--- config.mk ---
export PLATFORM = sky130hd
export DESIGN_NAME = uart_tx_ctrl
export DESIGN_NICKNAME = d
export VERILOG_FILES = /design/src/rtl/uart_tx_ctrl.sv
export SDC_FILE = /design/constraint.sdc
export NUM_CORES = 1
export LEC_CHECK = 0
export CORE_AREA = 4 4 41 43
export CTS_CLUSTER_DIAMETER = 120
export DETAILED_ROUTE_END_ITERATION = 8
export DIE_AREA = 0 0 45 47
export GPL_TIMING_DRIVEN = 0
export PLACE_DENSITY = 0.73
export SLEW_MARGIN = 15
export SYNTH_ARGS = -nofsm -noshare
export SYNTH_HDL_FRONTEND = slang
export SYNTH_SLANG_ARGS = --single-unit
export TNS_END_PERCENT = 50
--- constraint.sdc ---
create_clock -name clk -period 2.1 [get_ports clk]
set_input_delay 0.63 -clock clk [delete_from_list [all_inputs] [get_ports clk]]
set_output_delay 0.63 -clock clk [all_outputs]
set_load 0.01 [all_outputs]
--- src/rtl/uart_tx_ctrl.sv ---
`default_nettype none
// ============================================================================
// Module      : uart_tx_ctrl
// Description : UART transmit frame sequencer. Accepts a byte from the
//               upstream handshake and walks the TX mux through start,
//               data, optional parity and stop bits, one bit per clk.
//               Drives the serializer load/shift strobes.
// Revision    : 1.0 - initial release
// ============================================================================
module uart_tx_ctrl #(
  parameter int DATA_WIDTH = 8,
  parameter int CNT_W      = $clog2(DATA_WIDTH)
) (
  input  logic       clk,
  input  logic       rst_n,
  input  logic       i_data_valid,
  input  logic       i_par_en,
  output logic [2:0] o_mux_sel,
  output logic       o_ser_load,
  output logic       o_ser_en,
  output logic       o_busy,
  output logic       o_frame_done
);

  typedef enum logic [2:0] {
    S_IDLE   = 3'd0,
    S_START  = 3'd1,
    S_DATA   = 3'd2,
    S_PARITY = 3'd3,
    S_STOP   = 3'd4
  } state_t;

  localparam logic [2:0]       c_SEL_START  = 3'b000;
  localparam logic [2:0]       c_SEL_STOP   = 3'b001;
  localparam logic [2:0]       c_SEL_DATA   = 3'b010;
  localparam logic [2:0]       c_SEL_PARITY = 3'b011;
  localparam logic [2:0]       c_SEL_IDLE   = 3'b100;
  localparam logic [CNT_W-1:0] c_LAST_BIT   = CNT_W'(DATA_WIDTH - 1);

  state_t           r_state;
  logic [CNT_W-1:0] r_bit_cnt;
  logic             r_par_en_q;
  logic [2:0]       r_mux_sel;
  logic             r_ser_en;
  logic             r_busy;
  logic             r_frame_done;

  state_t           w_next_state;
  logic [CNT_W-1:0] w_next_cnt;
  logic             w_next_par;
  logic             w_accept;

  // A new byte can only be taken while idle or in the final (stop) bit,
  // which gives back-to-back frames with no idle gap. Gated by reset so
  // no load strobe escapes while the block is held in reset.
  assign w_accept   = rst_n & i_data_valid &
                      ((r_state == S_IDLE) | (r_state == S_STOP));
  assign o_ser_load = w_accept;

  // Mux select for a given state; anything unexpected reads as idle.
  function automatic logic [2:0] f_sel(input state_t s);
    case (s)
      S_START:  f_sel = c_SEL_START;
      S_DATA:   f_sel = c_SEL_DATA;
      S_PARITY: f_sel = c_SEL_PARITY;
      S_STOP:   f_sel = c_SEL_STOP;
      default:  f_sel = c_SEL_IDLE;
    endcase
  endfunction

  // Next-state, bit-counter and parity-capture logic.
  always_comb begin
    w_next_state = r_state;
    w_next_cnt   = r_bit_cnt;
    w_next_par   = r_par_en_q;
    case (r_state)
      S_IDLE: begin
        if (w_accept) begin
          w_next_state = S_START;
          w_next_par   = i_par_en;
        end
      end
      S_START: begin
        w_next_state = S_DATA;
        w_next_cnt   = '0;
      end
      S_DATA: begin
        if (r_bit_cnt == c_LAST_BIT) begin
          w_next_cnt   = '0;
          w_next_state = r_par_en_q ? S_PARITY : S_STOP;
        end else begin
          w_next_cnt   = r_bit_cnt + CNT_W'(1);
        end
      end
      S_PARITY: begin
        w_next_state = S_STOP;
      end
      S_STOP: begin
        if (w_accept) begin
          w_next_state = S_START;
          w_next_par   = i_par_en;
        end else begin
          w_next_state = S_IDLE;
        end
      end
      default: begin
        w_next_state = S_IDLE;
        w_next_cnt   = '0;
      end
    endcase
  end

  // State register; Moore outputs are registered from the next state so
  // they always line up with the state they describe.
  always_ff @(posedge clk or negedge rst_n) begin
    if (!rst_n) begin
      r_state      <= S_IDLE;
      r_bit_cnt    <= '0;
      r_par_en_q   <= 1'b0;
      r_mux_sel    <= c_SEL_IDLE;
      r_ser_en     <= 1'b0;
      r_busy       <= 1'b0;
      r_frame_done <= 1'b0;
    end else begin
      r_state      <= w_next_state;
      r_bit_cnt    <= w_next_cnt;
      r_par_en_q   <= w_next_par;
      r_mux_sel    <= f_sel(w_next_state);
      r_ser_en     <= (w_next_state == S_DATA);
      r_busy       <= (w_next_state == S_START)  || (w_next_state == S_DATA) ||
                      (w_next_state == S_PARITY) || (w_next_state == S_STOP);
      r_frame_done <= (w_next_state == S_STOP);
    end
  end

  assign o_mux_sel    = r_mux_sel;
  assign o_ser_en     = r_ser_en;
  assign o_busy       = r_busy;
  assign o_frame_done = r_frame_done;

endmodule
`default_nettype wire

==> impl_metrics.py, run 1 <==
metrics = {
    "run_status": {
        "status": "finished, final reports clean",
    },
    "global_routing": {
        "top_usage_layer": "met2",
        "grtUsageMet1_pct": 14.5,
        "use_met2_pct": 18.6,
        "grt_use_met3_pct": 4.98,
        "globalRoute.totalOverflow": 0,
        "grt_pass1_vias": 378,
        "antenna_found_initial": 0,
        "track_usage_pct": 12.3,
        "grt_pass1_wl_mm": 1.77,
        "grt_max_degree": 15,
    },
    "route": {
        "post_drt_wl_per_cell_microns": 14.1,
        "routed_wl_mm": 1.07,
        "vias": 408,
        "ant_nets": 0,
        "via_per_inst": 5.37,
        "drcViolationCount": 0,
        "dr.first_iter.drc_count": 10,
        "firstDrtPassIters": 4,
    },
    "clocking": {
        "clkLatencyLatePin_ps": 270,
        "cts_max_path_buffers": 2,
        "cts_root_buffer": "clkbuf_4",
        "path_clk_slew_ps": 80,
        "cts_made_buffers": 3,
        "cts-htree-levels": 1,
        "cts_tree": "built",
        "holdBufCountCts": 0,
        "cts_sinks": 13,
    },
    "run": {
        "maxCapViolCount": 0,
    },
    "floorplan": {
        "rows": 13,
        "ios": 11,
        "die_x_microns": 45,
        "die_area_sq_mm": 0.00212,
        "die_h_microns": 47,
        "core-area_sq_mm": 0.00130,
        "start_util_pct": 44.9,
    },
    "sta": {
        "period_minus_slack_ps": 1960,
        "rsz0062_at_grt": "false",
        "setup_viol": 0,
        "final.period_utilization_pct": 93.2,
        "fmax_mhz": 511,
        "drv_slew": 0,
        "tightest_slew_ps": 296,
        "hold_violations": 0,
        "fin_skew_ps": 3.42,
        "max_slew_margin_pct": 80.2,
        "timing.hold.ws_ps": 230,
    },
    "synthesis": {
        "syn_nets": 52,
        "synth.avg_cell_area_sq_um": 12.7,
        "syn_area_sq_um": 584,
        "synth_cells": 46,
        "seq_area_frac_synth_pct": 55.9,
        "synth.area.top_cells": "dfrtp_1, o221ai_2, dfstp_2, ha_1, o21ba_2",
        "synth_cell_types": 23,
        "yosys.area.top_type": "dfrtp_1",
        "netlist.area_leader.share_pct": 51.4,
        "synth-seq-cells": 13,
        "yosys_warnings": 0,
    },
    "placement": {
        "dp_hpwl_microns": 763,
        "port_buffers": 10,
        "gp_congestion": 0.716,
        "placed_area_sq_um": 703,
        "dp.cells": 71,
    },
    "worst_setup_path": {
        "crit_arrival_ps": 1330,
        "path_buf_inv": 1,
        "startpoint_type": "register",
        "crit_family": "flip-flops",
        "worstPathMaxFanout": 1,
        "setup.worst_path.class": "register to output pin",
        "required_ps": 1470,
        "end_kind": "output pin",
        "crit_slowest_cell": "dfstp_2",
        "worst_path_largest_cell_delay_ps": 530,
        "path_cells": "clkdlybuf4s50_1",
    },
    "power_and_ir_drop": {
        "power_density_mw_per_mm2": 1330,
        "seqPwrFrac_pct": 43.3,
        "p_leak_nw": 0.332,
        "p_comb_share_pct": 41.1,
        "switchingPower_w": 0.000322,
        "peakVddDrop_mv": 0.648,
        "power_switching_share_pct": 33.1,
        "p_int_w": 0.000651,
        "clkPwrFrac_pct": 15.6,
    },
    "layout": {
        "antenna_cells": 0,
        "stdcell_count": 76,
        "drive_above_1_share_pct": 27.9,
        "final_nets": 68,
        "finalInstanceArea_sq_um": 729,
        "area_delta_synth_final_pct": 24.8,
        "fin_util_pct": 56.1,
    },
    "hold_path": {
        "hold_path.class": "primary input to asynchronous set/reset pin",
    },
}
## synth_stat cells
library cell,number
or3b_1,1
nand4bb_1,1
nand2b_1,2
ha_1,2
o2bb2ai_1,1
o21a_1,1
o21ba_2,2
o32ai_1,2
dfstp_2,1
buf_2,2
or4b_4,1
a21oi_1,1
nor2_1,3
o21ai_0,1
o31ai_1,1
mux2_2,1
nor2b_1,1
nand2_1,3
o221ai_2,2
or3b_2,2
inv_1,2
mux2i_1,1
dfrtp_1,12
## sequential cells by signal, indices dropped and copies added (netlist names)
| name | count |
|---|---|
| r_state | 3 |
| r_par_en_q | 1 |
| o_busy | 1 |
| o_mux_sel | 3 |
| o_ser_en | 1 |
| r_bit_cnt | 3 |
| o_frame_done | 1 |
## routing by layer
| layer | routed length [microns] | vias to the layer above | share of wire (%) |
|---|---|---|---|
| li1 | - | 199 | - |
| met1 | 474 | 194 | 44 |
| met2 | 542 | 13 | 50 |
| met3 | 51 | 2 | 4.7 |
| met4 | 5 | 0 | 0.47 |
| met5 | 0 | - | 0 |
## power groups by stage
stage	sequential [W]	combinational, W	clock [W]
detailed placement	0.000426	0.000402	0
floorplan	0.000430	0.000233	0
CTS	0.000421	0.000406	0.000157
finish	0.000421	0.000400	0.000152
global placement	0.000418	0.000387	0
global route	0.000435	0.000442	0.000175
## worst paths after layout
check | to | from | depth (start not counted) | slack [ps]
setup / recovery | o_mux_sel[2] | o_mux_sel[2] | 1 | 140
hold / removal | r_bit_cnt[1] | rst_n | 1 | 230
setup reg to reg | r_bit_cnt[0] | r_bit_cnt[0] | 4 | 390
hold reg to reg | r_bit_cnt[2] | r_bit_cnt[2] | 1 | 540
max in group asynchronous | o_mux_sel[2] | rst_n | 1 | 1590
min in group clk | r_bit_cnt[2] | r_bit_cnt[2] | 1 | 540
## cells by family after synthesis
kind of cell / Yosys count / share of synthesized area (%)
DFF: 13 / 55.9
buffers and inverters: 4 / 3.00
muxes: 2 / 3.64
AOI/OAI and AO/OA: 11 / 17.3
and+or+nand+nor: 14 / 15.8
adders and majority gates: 2 / 4.28
## layout make-up
type / count / area, sq um
clock buffers: 4 / 26.3
well taps: 15 / 18.8
plain buffers: 2 / 10.0
inverters: 2 / 7.51
flip-flops and latches: 13 / 327
multi-input cells: 29 / 240
fillers: 118 / 572
repair buffers: 11 / 100
## per-stage QoR
| stage | worst slack (ps) | total power, W | TNS [ps] |
|---|---|---|---|
| global placement | -997 | 0.000805 | -1180 |
| detailed placement | -995 | 0.000828 | -1210 |
| finish | 142 | 0.000972 | 0 |
| global route | 79.1 | 0.00105 | 0 |
| CTS | 59.9 | 0.000985 | 0 |
| floorplan | 531 | 0.000664 | 0 |
## repair_timing
action / in CTS / in global routing
setup buffers: 1 / 0
endpoints found under the hold margin: 0 / 0
resized for setup: 9 / 1
endpoints found under the setup margin: 1 / 1
## cell usage in the layout, fill, tap and decap left out, drive strengths merged
master,Yosys,layout
dfrtp,12,12
clkdlybuf4s50,0,7
buf,2,5
clkbuf,0,4
nand2,3,3
nor2,3,3
or3b,3,3
inv,2,2
nand2b,2,2
o32ai,2,2
o21ba,2,2
o221ai,2,2
ha,2,2
nand4bb,1,1
o31ai,1,1
nor2b,1,1
a21oi,1,1
o21a,1,1
o21ai,1,1
mux2i,1,1
o2bb2ai,1,1
mux2,1,1
or4b,1,1
dlymetal6s2s,0,1
dfstp,1,1
Power figures use the tool's default switching activity.
==> run 2: changes to the inputs <==
--- a/config.mk
+++ b/config.mk
@@ -11,6 +11,7 @@
 export DIE_AREA = 0 0 45 47
 export GPL_TIMING_DRIVEN = 0
 export PLACE_DENSITY = 0.73
+export RECOVER_POWER = 25
 export SLEW_MARGIN = 15
 export SYNTH_ARGS = -nofsm -noshare
 export SYNTH_HDL_FRONTEND = slang
==> results of run 2 <==
Same layout as run 1: the final DEF is identical, and so are final timing and power.
==> run 3: changes to the inputs <==
--- a/config.mk
+++ b/config.mk
@@ -5,10 +5,11 @@
 export SDC_FILE = /design/constraint.sdc
 export NUM_CORES = 1
 export LEC_CHECK = 0
-export CORE_AREA = 4 4 41 43
+export CORE_AREA = 2 2 39 41
+export CTS_BUF_LIST = sky130_fd_sc_hd__clkbuf_8
 export CTS_CLUSTER_DIAMETER = 120
 export DETAILED_ROUTE_END_ITERATION = 8
-export DIE_AREA = 0 0 45 47
+export DIE_AREA = 0 0 41 43
 export GPL_TIMING_DRIVEN = 0
 export PLACE_DENSITY = 0.73
 export RECOVER_POWER = 25
==> run 3 against run 2 <==
Effect of this change:
- routed wire length decreased by 0.65%
- critical path depth up 3
- fmax shrank 4.0%
- cell area up 2.4%
- register-to-register slack better by 60 ps
- total power up 5.7%
- first-iteration DRC count decreased by 10%
- sequential share of layout area decreased by 1.0 points
- clock skew barely moved
- hold slack improved by 40 ps
- critical endpoint is now o_ser_load
- largest power group unchanged
==> impl_metrics.py, run 3 (synthesis gave the netlist of run 1 again) <==
metrics = {
    "run_status": {
        "status": "finished, final reports clean",
    },
    "worst_setup_path": {
        "setup.worst_path.class": "primary input to output pin",
        "end_kind": "output pin",
        "required_ps": 1470,
        "crit_arrival_ps": 1410,
        "worstPathMaxFanout": 2,
        "startpoint_type": "primary input",
    },
    "sta": {
        "fmax_mhz": 490,
        "drv_slew": 0,
        "hold_violations": 0,
        "rsz0062_at_grt": "false",
        "fin_skew_ps": 3.83,
        "tightest_slew_ps": 313,
        "final.period_utilization_pct": 97.1,
        "period_minus_slack_ps": 2040,
        "max_slew_margin_pct": 79.1,
        "setup_slack_ps": 61.1,
        "setup_viol": 0,
    },
    "layout": {
        "layout_commonest_cell": "dfrtp_1",
        "drive_above_1_share_pct": 27.9,
        "antenna_cells": 0,
        "final_cell_mix": "dfrtp_1, clkdlybuf4s50_1, buf_2",
        "multi_input_area_sq_um": 240,
        "final_nets": 68,
        "fill_cells": 147,
        "seqCellArea_sq_um": 327,
        "area_delta_synth_final_pct": 27.8,
    },
    "clocking": {
        "cts-htree-levels": 1,
        "cts_max_path_buffers": 2,
        "clkLatencyLatePin_ps": 240,
        "cts_tree": "built",
        "holdBufCountCts": 0,
        "cts_sinks": 13,
        "cts_made_buffers": 3,
        "path_clk_slew_ps": 50,
        "cts_root_buffer": "clkbuf_8",
    },
    "power_and_ir_drop": {
        "power_switching_share_pct": 31.3,
        "clkPwrFrac_pct": 20.7,
        "seqPwrFrac_pct": 40.6,
        "p_int_w": 0.000706,
        "fin_total_pwr_w": 0.00103,
        "peakVddDrop_mv": 0.507,
        "p_comb_share_pct": 38.7,
        "power_density_mw_per_mm2": 1380,
        "switchingPower_w": 0.000322,
        "p_leak_nw": 0.334,
    },
    "floorplan": {
        "rows": 14,
        "start_util_pct": 42.2,
        "core-area_sq_mm": 0.00138,
        "die_area_sq_mm": 0.00176,
        "die_x_microns": 41,
        "die_h_microns": 43,
        "ios": 11,
    },
    "placement": {
        "gp_congestion": 0.751,
        "dp_hpwl_microns": 702,
        "place_ws_ps": -996,
        "port_buffers": 10,
    },
    "global_routing": {
        "grt_pass1_wl_mm": 1.83,
        "antenna_found_initial": 0,
        "track_usage_pct": 16.1,
        "grt_pass1_vias": 393,
        "globalRoute.totalOverflow": 0,
        "grt_max_degree": 15,
    },
    "route": {
        "via_per_inst": 5.13,
        "dr.first_iter.drc_count": 9,
        "post_drt_wl_per_cell_microns": 13.9,
        "drcViolationCount": 0,
        "vias": 395,
        "firstDrtPassIters": 4,
        "ant_nets": 0,
        "routed_wl_mm": 1.07,
    },
    "hold_path": {
        "hold_path.class": "primary input to asynchronous set/reset pin",
    },
    "run": {
        "maxCapViolCount": 0,
    },
}
[run 3: changes by cell type in the layout (fill, tap and decap cells not counted)]
| cell | delta |
|---|---|
| clkbuf_8 | +3 |
| dlymetal6s2s_1 | -1 |
| clkbuf_4 | -3 |
| clkbuf_1 | -1 |
| inv_1 | +1 |
| clkdlybuf4s50_1 | +1 |
[run 3: cell type report]
type | instances | share of cell area [%]
plain buffers | 2 | 1.34
inverters | 2 | 1.01
repair buffers | 11 | 13.1
flip-flops and latches | 13 | 43.7
multi-input cells | 29 | 32.2
well taps | 16 | 2.68
clock buffers | 3 | 5.53
clock inverters | 1 | 0.503
[run 3: metal layers]
layer / wire length (microns) / vias up / GRT usage, %
li1: - / 197 / -
met1: 521 / 190 / 22.6
met2: 498 / 6 / 20.9
met3: 35 / 2 / 3.14
met4: 12 / 0 / 12.0
met5: 0 / - / 0
[run 3: worst paths after layout]
kind | startpoint | to | slack [ps] | cells past startpoint
max in group asynchronous | rst_n | o_mux_sel[2] | 1550 | 1
min reg2reg | r_bit_cnt[2] | r_bit_cnt[2] | 520 | 1
max | i_data_valid | o_ser_load | 60 | 4
min | rst_n | o_busy | 270 | 1
max reg2reg | r_bit_cnt[0] | r_bit_cnt[0] | 450 | 4
min in group clk | r_bit_cnt[2] | r_bit_cnt[2] | 520 | 1
[run 3: critical path, stage by stage]
cell and delay, ps:
clkdlybuf4s50_1 460, nand4bb_1 130, inv_1 80, buf_2 120
[run 3: what timing repair did]
item / in CTS / in global routing
buffers inserted: 1 / 0
gates resized for setup: 9 / 0
endpoints found under the setup margin: 1 / 0
[run 3: power by group through the flow]
| stage | Combinational, W | Sequential, W | Clock, W |
|---|---|---|---|
| floorplan | 0.000233 | 0.000430 | 0 |
| global placement | 0.000387 | 0.000417 | 0 |
| detailed placement | 0.000395 | 0.000425 | 0 |
| CTS | 0.000400 | 0.000420 | 0.000221 |
| global route | 0.000442 | 0.000431 | 0.000238 |
| finish | 0.000398 | 0.000418 | 0.000213 |
[run 3: through the flow]
stage               util [%]  instance area [sq um]  TNS (ps)  hold slack [ps]  std cells
floorplan                  -                    584         0              334         46
global placement        50.9                    704     -1160              503         72
CTS                     54.0                    747         0              276         77
finish                  54.0                    747         0              270         77
detailed placement      50.9                    704     -1180              513         72
global route            54.0                    747         0              295         77
